### src/rtl/float_to_fixed_if.sv
// float_to_fixed_if: valid/ready operand stream in, fixed-point result stream out.
interface float_to_fixed_if #(
    parameter int IN_BITS  = 32,
    parameter int OUT_BITS = 32
);
    logic [IN_BITS-1:0]  in_data;
    logic                in_valid;
    logic                in_ready;
    logic [OUT_BITS-1:0] out_data;
    logic                out_nan;
    logic                out_ovf;
    logic                out_valid;
    logic                out_ready;
    modport master (output in_data, in_valid, out_ready, input in_ready, out_data, out_nan, out_ovf, out_valid);
    modport slave (input in_data, in_valid, out_ready, output in_ready, out_data, out_nan, out_ovf, out_valid);
endinterface

### src/rtl/float_to_fixed.sv
// float_to_fixed: pipelined IEEE half/single float to saturating signed fixed-point converter.
// FLOAT_TO_FIXED_ROUND_EN selects round-to-nearest-even; otherwise the magnitude truncates.
module float_to_fixed #(
    parameter     IN_PRECISION  = "SINGLE",
    parameter int IN_BITS       = 32,
    parameter     OUT_PRECISION = "FIXED_16_16",
    parameter int OUT_BITS      = 32
) (
    input logic clk,
    input logic rst,
    float_to_fixed_if.slave bus
);
    localparam bit IS_HALF   = IN_PRECISION[31:0] == "HALF";
    localparam int MANT_BITS = IS_HALF ? 10 : 23;
    localparam int EXP_BITS  = IS_HALF ? 5 : 8;
    localparam int BIAS      = IS_HALF ? 15 : 127;
    localparam int FRACTION  = (int'(OUT_PRECISION[15:8]) - 48) * 10 + int'(OUT_PRECISION[7:0]) - 48;
    localparam int MW        = MANT_BITS + 1;
    localparam int W         = OUT_BITS + 1;
    localparam int W1        = W + 1;
    localparam int WIDE      = W + MW;
    localparam logic [W1-1:0]       LIM = W1'(1) << (OUT_BITS - 1);
    localparam logic [OUT_BITS-1:0] MAX = {1'b0, {(OUT_BITS-1){1'b1}}};
    localparam logic [OUT_BITS-1:0] MIN = {1'b1, {(OUT_BITS-1){1'b0}}};

    logic adv;
    logic s1_v, s2_v, s3_v, out_v, out_n, out_o;
    logic [IN_BITS-1:0] s1_d;
    logic s2_sign, s2_zero, s2_inf, s2_nan;
    logic [EXP_BITS-1:0] s2_exp;
    logic [MW-1:0] s2_mant;
    logic s3_sign, s3_zero, s3_inf, s3_nan, s3_ovf;
    logic [W-1:0] s3_mag;
    logic [OUT_BITS-1:0] out_d;
    logic [EXP_BITS-1:0] u_exp;
    logic [MANT_BITS-1:0] u_frac;
    logic u_max;
    int sh, r;
    logic a_ovf;
    logic [W-1:0] a_mag;
    logic [W1-1:0] rnd;
    logic big;
    logic [OUT_BITS-1:0] r_data;
`ifdef FLOAT_TO_FIXED_ROUND_EN
    logic s3_g, s3_s, a_g, a_s;
    logic [MW-1:0] fr;
`endif

    assign adv = ~out_v | bus.out_ready;
    assign bus.in_ready = adv;
    assign bus.out_valid = out_v;
    assign bus.out_data = out_d;
    assign bus.out_nan = out_n;
    assign bus.out_ovf = out_o;

    always_comb begin
        u_exp = s1_d[IN_BITS-2 -: EXP_BITS];
        u_frac = s1_d[MANT_BITS-1:0];
        u_max = &u_exp;
    end

    // Right shifts past the whole mantissa leave only sticky; the hidden bit makes it nonzero.
    always_comb begin
        sh = int'(s2_exp) - BIAS - MANT_BITS + FRACTION;
        r = -sh;
        a_ovf = MANT_BITS + sh >= W;
        a_mag = sh >= 0 ? W'(WIDE'(s2_mant) << sh) : r > MW ? '0 : W'(s2_mant >> r);
`ifdef FLOAT_TO_FIXED_ROUND_EN
        fr = MW'({s2_mant, MW'(0)} >> r);
        a_g = sh >= 0 ? 1'b0 : r > MW ? 1'b0 : fr[MW-1];
        a_s = sh >= 0 ? 1'b0 : r > MW ? 1'b1 : |fr[MW-2:0];
`endif
    end

    always_comb begin
`ifdef FLOAT_TO_FIXED_ROUND_EN
        rnd = {1'b0, s3_mag} + W1'(s3_g & (s3_s | s3_mag[0]));
`else
        rnd = {1'b0, s3_mag};
`endif
        big = s3_inf | s3_ovf | (s3_sign ? rnd > LIM : rnd >= LIM);
        r_data = (s3_nan | s3_zero) ? '0 : big ? (s3_sign ? MIN : MAX) : s3_sign ? OUT_BITS'(-rnd) : OUT_BITS'(rnd);
    end

    always_ff @(posedge clk) begin
        if (rst) begin
            s1_v <= 1'b0;
            s2_v <= 1'b0;
            s3_v <= 1'b0;
            out_v <= 1'b0;
            out_d <= '0;
            out_n <= 1'b0;
            out_o <= 1'b0;
        end else if (adv) begin
            s1_v <= bus.in_valid;
            s1_d <= bus.in_data;
            s2_v <= s1_v;
            s2_sign <= s1_d[IN_BITS-1];
            s2_exp <= u_exp;
            s2_mant <= {1'b1, u_frac};
            s2_zero <= u_exp == '0;
            s2_inf <= u_max & (u_frac == '0);
            s2_nan <= u_max & (u_frac != '0);
            s3_v <= s2_v;
            s3_sign <= s2_sign;
            s3_zero <= s2_zero;
            s3_inf <= s2_inf;
            s3_nan <= s2_nan;
            s3_ovf <= a_ovf;
            s3_mag <= a_mag;
`ifdef FLOAT_TO_FIXED_ROUND_EN
            s3_g <= a_g;
            s3_s <= a_s;
`endif
            out_v <= s3_v;
            out_d <= r_data;
            out_n <= s3_nan;
            out_o <= ~s3_nan & ~s3_zero & big;
        end
    end
endmodule

### src/flat_wrapper.sv
// flat-port wrapper written by rule: the top's interface ports become plain ports
module float_to_fixed_flat 
#(
    parameter     IN_PRECISION  = "      ",
    parameter int IN_BITS       = 32,
    parameter     OUT_PRECISION = "           ",
    parameter int OUT_BITS      = 32
)
  (clk, rst, bus_in_data, bus_in_valid, bus_out_ready, bus_in_ready, bus_out_data, bus_out_nan, bus_out_ovf, bus_out_valid);
  float_to_fixed_if #(.IN_BITS(IN_BITS), .OUT_BITS(OUT_BITS)) bus_i ();
  input logic clk;
  input logic rst;
  input wire logic [$bits(bus_i.in_data)-1:0] bus_in_data;
  input wire logic [$bits(bus_i.in_valid)-1:0] bus_in_valid;
  input wire logic [$bits(bus_i.out_ready)-1:0] bus_out_ready;
  output wire logic [$bits(bus_i.in_ready)-1:0] bus_in_ready;
  output wire logic [$bits(bus_i.out_data)-1:0] bus_out_data;
  output wire logic [$bits(bus_i.out_nan)-1:0] bus_out_nan;
  output wire logic [$bits(bus_i.out_ovf)-1:0] bus_out_ovf;
  output wire logic [$bits(bus_i.out_valid)-1:0] bus_out_valid;
  assign bus_i.in_data = bus_in_data;
  assign bus_i.in_valid = bus_in_valid;
  assign bus_i.out_ready = bus_out_ready;
  assign bus_in_ready = bus_i.in_ready;
  assign bus_out_data = bus_i.out_data;
  assign bus_out_nan = bus_i.out_nan;
  assign bus_out_ovf = bus_i.out_ovf;
  assign bus_out_valid = bus_i.out_valid;
  float_to_fixed #(.IN_PRECISION(IN_PRECISION), .IN_BITS(IN_BITS), .OUT_PRECISION(OUT_PRECISION), .OUT_BITS(OUT_BITS)) u_core (.clk(clk), .rst(rst), .bus(bus_i));
endmodule
### config.mk
export PLATFORM = sky130hd
export DESIGN_NAME = float_to_fixed_flat
export DESIGN_NICKNAME = d
export VERILOG_FILES = /design/src/rtl/float_to_fixed_if.sv /design/src/rtl/float_to_fixed.sv /design/src/flat_wrapper.sv
export SDC_FILE = /design/constraint.sdc
export NUM_CORES = 1
export LEC_CHECK = 0
export ABC_AREA = 1
export BUFFER_PORTS_ARGS = -buffer_cell sky130_fd_sc_hd__buf_2
export CAP_MARGIN = 20
export CORE_AREA = 2 2 146 113
export CTS_CLUSTER_SIZE = 40
export DETAILED_ROUTE_END_ITERATION = 10
export DIE_AREA = 0 0 148 115
export GPL_TIMING_DRIVEN = 0
export PLACE_DENSITY_LB_ADDON = 0.1
export REMOVE_ABC_BUFFERS = 1
export SLEW_MARGIN = 20
export SYNTH_ARGS = -nofsm -noshare
export SYNTH_HDL_FRONTEND = slang
export SYNTH_SLANG_ARGS = --single-unit
### constraint.sdc
create_clock -name clk -period 6.3 [get_ports clk]
set_clock_uncertainty 0.1 [all_clocks]
set_input_delay 0.315 -clock clk [delete_from_list [all_inputs] [get_ports clk]]
set_output_delay 0.315 -clock clk [all_outputs]
set_load 0.02 [all_outputs]
## Yosys cells after proc, flatten, opt, wreduce, memory -nomap -nowiden

Cells that the tools add are included.

- Bits in registers: 143
- Input bits: 36
- Output and inout bits: 36
- Logic and storage cells: 57

- Add/sub/neg operators: 6
- Magnitude comparators: 5
- Shift operators: 2
- Multiplexer cells: 7
- Bitwise operators: 12
- Reductions and logical operators: 5

Operators by type and width:

| kind | count |
|---|---|
| two-way mux 32 bit | 4 |
| two-way mux 33 bit | 2 |
| negation 32 bit | 2 |
| greater-or-equal comparator 33 x 32 -> 1 bit, second input constant | 1 |
| greater-than comparator 33 x 32 -> 1 bit, second input constant | 1 |
| << shifter 24 x 32 -> 33 bit | 1 |
| >> shifter 24 x 32 -> 33 bit | 1 |
| adder 32 x 9 -> 32 bit, second input constant | 1 |
| adder 6 x 32 -> 32 bit, first input constant | 1 |
| greater-or-equal comparator 32 x 1 -> 1 bit, second input constant | 1 |
| greater-or-equal comparator 32 x 7 -> 1 bit, second input constant | 1 |
| greater-than comparator 32 x 6 -> 1 bit, second input constant | 1 |
| subtractor 32 x 6 -> 32 bit, second input constant | 1 |
| logical NOT 23 bit | 1 |
| nonzero test 23 bit | 1 |
| subtractor 8 x 7 -> 9 bit, second input constant | 1 |
| logical NOT 8 bit | 1 |
| AND reduction 8 bit | 1 |
| bitwise AND 1 bit | 4 |
| inverter 1 bit | 4 |
| bitwise OR 1 bit | 4 |
| AND reduction 2 bit | 1 |
| two-way mux 1 bit | 1 |

## Depth between registers and ports, before layout

- Depth after elaboration: 7
- Depth in mapped cells: 31
- Gate-level depth less buffers: 28

## Worst setup path after synthesis

OpenSTA, ideal clock, no wires.

- Path type: register to register
- From: register u_core.out_v (netlist: u_core.bus.out_valid)
- To: register u_core.s1_d[0], enable pin
- Setup time: 0.570 ns
- Data arrival time: 5.074 ns
- Data required time: 5.630 ns
- Slack: 0.556 ns
- Stages on the path, launching flop included: 5
- Buffers on the path: 1
- Clock period less this slack: 5.744 ns
- Path through: dfxtp_1 -> inv_1 -> nor2_1 -> clkbuf_1 -> nor2_1

- Longest elaborated chain between the ends: 3

RTL lines:

| element | RTL line | source |
|---|---|---|
| start: declaration | float_to_fixed.sv:27 | `logic s1_v, s2_v, s3_v, out_v, out_n, out_o;` |
| start signal: assignment | float_to_fixed.sv:115 | `out_v <= s3_v;` |
| inverter 1 bit | float_to_fixed.sv:49 | `assign adv = ~out_v \| bus.out_ready;` |
| bitwise OR 1 bit | float_to_fixed.sv:49 |  |
| AND reduction 2 bit (no source line) | n/a |  |
| end signal: assignment | float_to_fixed.sv:96 | `s1_d <= bus.in_data;` |
| end: declaration | float_to_fixed.sv:28 | `logic [IN_BITS-1:0] s1_d;` |

No other way between the ends.
A chain may end at the register's enable or synchronous reset.

## Worst setup path after layout

- From: register u_core.s2_exp[0]
- To: register u_core.s3_mag[13], data pin

- Longest elaborated chain between the ends: 7
- Elaborated cells between the ends (all ways): 10
- Those cells by class: add/sub (4); order compare (2); shift (2); mux (2)

RTL lines:

| element | RTL line | source |
|---|---|---|
| start: declaration | float_to_fixed.sv:30 | `logic [EXP_BITS-1:0] s2_exp;` |
| start signal: assignment | float_to_fixed.sv:99 | `s2_exp <= u_exp;` |
| subtractor 8 x 7 -> 9 bit (*) | float_to_fixed.sv:64 | `sh = int'(s2_exp) - BIAS - MANT_BITS + FRACTION;` |
| subtractor 32 x 6 -> 32 bit (*) | float_to_fixed.sv:64 |  |
| adder 32 x 9 -> 32 bit (*) | float_to_fixed.sv:64 |  |
| negation 32 bit | float_to_fixed.sv:65 | `r = -sh;` |
| greater-than comparator 32 x 6 -> 1 bit / >> shifter 24 x 32 -> 33 bit (equally long branches) | float_to_fixed.sv:67 | `a_mag = sh >= 0 ? W'(WIDE'(s2_mant) << sh) : r > MW ? '0 : W'(s2_mant >> r);` |
| two-way mux 33 bit | float_to_fixed.sv:67 |  |
| two-way mux 33 bit (*) | float_to_fixed.sv:67 |  |
| via u_core.a_mag[13] | float_to_fixed.sv:40 | `logic [W-1:0] a_mag;` |
| end signal: assignment | float_to_fixed.sv:110 | `s3_mag <= a_mag;` |
| end: declaration | float_to_fixed.sv:33 | `logic [W-1:0] s3_mag;` |

The timed path passes the listed nets; every way through them passes the cells marked *.

==> metrics.md <==
| Metric | Value |
|---|---|
| Clock sinks | 143 |
| Io pins | 72 |
| Num CTS Buffers | 17 |
| Synthesized cell area | 9330 sq um |
| TritonRoute pass-1 iters | 6 |
| Buffer depth of the longest clock path | 2 |
| Global-route wire length before repair | 38.5 mm |
| Pwr Total | 2.63 mW |
| Crit. End Element | flop |
| Async S/R FF share, synth | 0% |
| Initial antenna violation count | 0 |
| Row count | 40 |
| Via density | 5.67 |
| Synth warnings | 0 |
| Worst setup SP type | flop |
| RSZ-0062 raised after global routing | no |
| DRT iter0 DRCs | 1055 |
| Share of layout cells above drive strength 1 | 15.1% |
| Port buffer count | 71 |
| Synth Area per Inst | 7.51 sq um |
| Final min period | 5850 ps |
| Clk slew on worst S/H paths | 70 ps |
| Final period util | 92.8% |
| Worst-Skew Late Latency | 430 ps |
| DR WL/cell | 15.7 um |
| DRC | 0 |
| Sequential area share after synthesis | 41.9% |
| P_leak | 4.58 nW |
| Vias | 8747 |
| Die height | 115 um |
| Die ar. | 17000 sq um |
| Worst slack at placement | 71.0 ps |
| All-layer global routing usage | 28.7% |
| Slew @ Worst Pin | 951 ps |
| CTS tree | yes |
| Prevailing post-synth register cell | edfxtp_1 |
| Final worst slack | 454 ps |
| Layout fillers | 1326 |
| Fin. Hold Viols | 0 |
| Worst hold path class | input pin to flop |
| Vias in the first global route | 7679 |
| Area Overhead vs Synth | 16.5% |
| Setup CP Type | flop to flop |
| Worst vdd rail ir drop | 0.232 mV |
| Largest net degree at the start of global routing | 40 |
| Diodes inserted | 0 |
| Max frequency | 171 MHz |
| H-tree levels | 4 |
| GRT overflow | 0 |
| Status | finished, final reports clean |
| Critical Path RT | 6410 ps |
| Power Dens Cells | 242 nW/um^2 |
| Relative max-transition margin | 36.1% |
| GP Congestion | 0.981 |
| # nets final | 1370 |
| Max Slew Vio Count | 0 |
| Netlist cell types | 51 |
| Final setup fails | 0 |
| Max-Cap Viols | 0 |
| EDFF count, synth | 105 |
| CP arrival | 5960 ps |
| Starting Density | 59.8% |
| Maximum fanout along the worst path | 23 |
| DP HPWL | 17.3 mm |
| Die Wd | 148 um |
| Core Region | 15600 sq um |
| Setup TNS | 0 ps |
| Root buf cell | clkbuf_16 |
| Final wirelength | 24.2 mm |
| Yosys reg bits | 143 |
| Final ANT Viol Nets | 0 |
| Synth Instances | 1243 |
[cells in the final DEF (no fill, tap or decap), types with 14 or more instances in the layout]
cell type,netlist,routed
nand2_1,327,326
o21ai_0,128,128
edfxtp_1,105,105
inv_1,101,100
nor2_1,102,98
buf_2,9,71
nand3_1,67,66
a21oi_1,63,63
dfxtp_1,38,38
dlygate4sd3_1,0,32
nand4_1,31,31
nor3_1,26,26
nand2_2,22,23
xor2_1,23,23
o21ai_1,20,20
clkbuf_16,0,17
nor4_1,14,14
[cell usage after synthesis (all sizes together), types with 2 or more instances]
library cell | instances | share of area, %
nand2 | 359 | 16
o21ai | 149 | 8.0
nor2 | 117 | 5.5
inv | 110 | 4.5
edfxtp | 105 | 34
nand3 | 76 | 4.7
a21oi | 64 | 3.5
clkbuf | 43 | 1.7
dfxtp | 38 | 8.2
nand4 | 31 | 2.1
nor3 | 28 | 1.7
xor2 | 23 | 2.2
buf | 16 | 1.0
nor4 | 14 | 0.94
ha | 13 | 1.7
xnor2 | 13 | 1.2
or2 | 8 | 0.54
o211ai | 6 | 0.48
mux2i | 5 | 0.54
a31oi | 4 | 0.27
o31ai | 4 | 0.32
a21boi | 2 | 0.16
o2111ai | 2 | 0.19
o21a | 2 | 0.16
o21bai | 2 | 0.16
[power breakdown]
part           switching, mW  internal, mW
registers             0.0393          1.07
clock network          0.425         0.598
logic                  0.341         0.159
[logic make-up (layout without fill, tap and decap cells)]
family                   Yosys count  in the layout  share of synthesized area, %
XOR/XNOR                          36             36                          3.38
AO/OA/AOI/OAI                    239            239                          13.6
multiplexers                       5              5                         0.536
flip-flops                       143            143                          41.9
buffers and inverters            170            260                          7.23
AND/OR/NAND/NOR                  637            637                          31.6
adder cells (fa/ha/maj)           13             13                          1.74
[final timing paths]
kind	slack (ps)	depth (start not counted)	start	to
setup / recovery	450	21	u_core.s2_exp[0]	u_core.s3_mag[13]
hold / removal	50	3	bus_in_valid	u_core.s1_v
setup reg to reg	450	21	u_core.s2_exp[0]	u_core.s3_mag[13]
hold reg to reg	320	0	u_core.s2_nan	u_core.s3_nan
[registers in the layout, summed over array words and instances, names as in the netlist]
name,count
u_core.s3_mag,33
u_core.bus.out_data,32
u_core.s1_d,32
u_core.s2_mant,23
u_core.s2_exp,8
u_core.bus.out_nan,1
u_core.bus.out_ovf,1
u_core.bus.out_valid,1
u_core.s1_v,1
u_core.s2_inf,1
u_core.s2_nan,1
u_core.s2_sign,1
u_core.s2_v,1
u_core.s2_zero,1
u_core.s3_inf,1
u_core.s3_nan,1
u_core.s3_ovf,1
u_core.s3_sign,1
u_core.s3_v,1
u_core.s3_zero,1
[critical path: stages, from the launching register on]
cell and delay [ps]:
edfxtp_1 580, buf_8 250, buf_8 150, ha_1 280
nand2_2 150, nor2_2 70, nor3_2 600, inv_1 560
nand2_1 170, ha_1 330, nor2_1 330, nand3_1 160
a21oi_1 160, nand3_1 110, nor2_2 160, nand4_1 470
or2_2 500, nand2_1 70, nand2_1 100, o21ai_1 130
nand2_1 80, o31ai_1 130
[repair_timing]
item                                    CTS  global route
gates resized for setup                   0             4
hold buffers                             32             0
endpoints found under the setup margin    0            24
setup buffers                             0             5
endpoints found under the hold margin    32             0
[metrics by stage]
stage | area, sq um | util [%] | instances | hold WS (ps)
floorplan | 9080 | - | 1184 | 284
global placement | 9700 | 62.1 | 1465 | 301
detailed placement | 9870 | 63.2 | 1473 | 307
CTS | 10800 | 69.1 | 1536 | 19.6
global route | 10900 | 69.6 | 1543 | 40.7
finish | 10900 | 69.6 | 1543 | 45.7
[routing by layer]
layer	vias up	GRT usage, %	routed length [um]
li1	4346	-	-
met3	42	5.44	2050
met4	0	7.17	358
met1	3979	41.0	11000
met2	380	45.7	10900
met5	-	0	0
[final cells by class]
class	count	area (sq um)	share of cell area, %
Timing Repair inverter	1	5.00	0.0460
Clock inverter	14	178	1.63
Sequential cell	143	3910	36.0
Inverter	111	423	3.89
Clock buffer	17	425	3.91
Tap cell	210	263	2.42
Timing Repair Buffer	117	888	8.17
Multi-Input combinational cell	930	4780	43.9
Note: power is estimated with default switching activity, not from simulation.
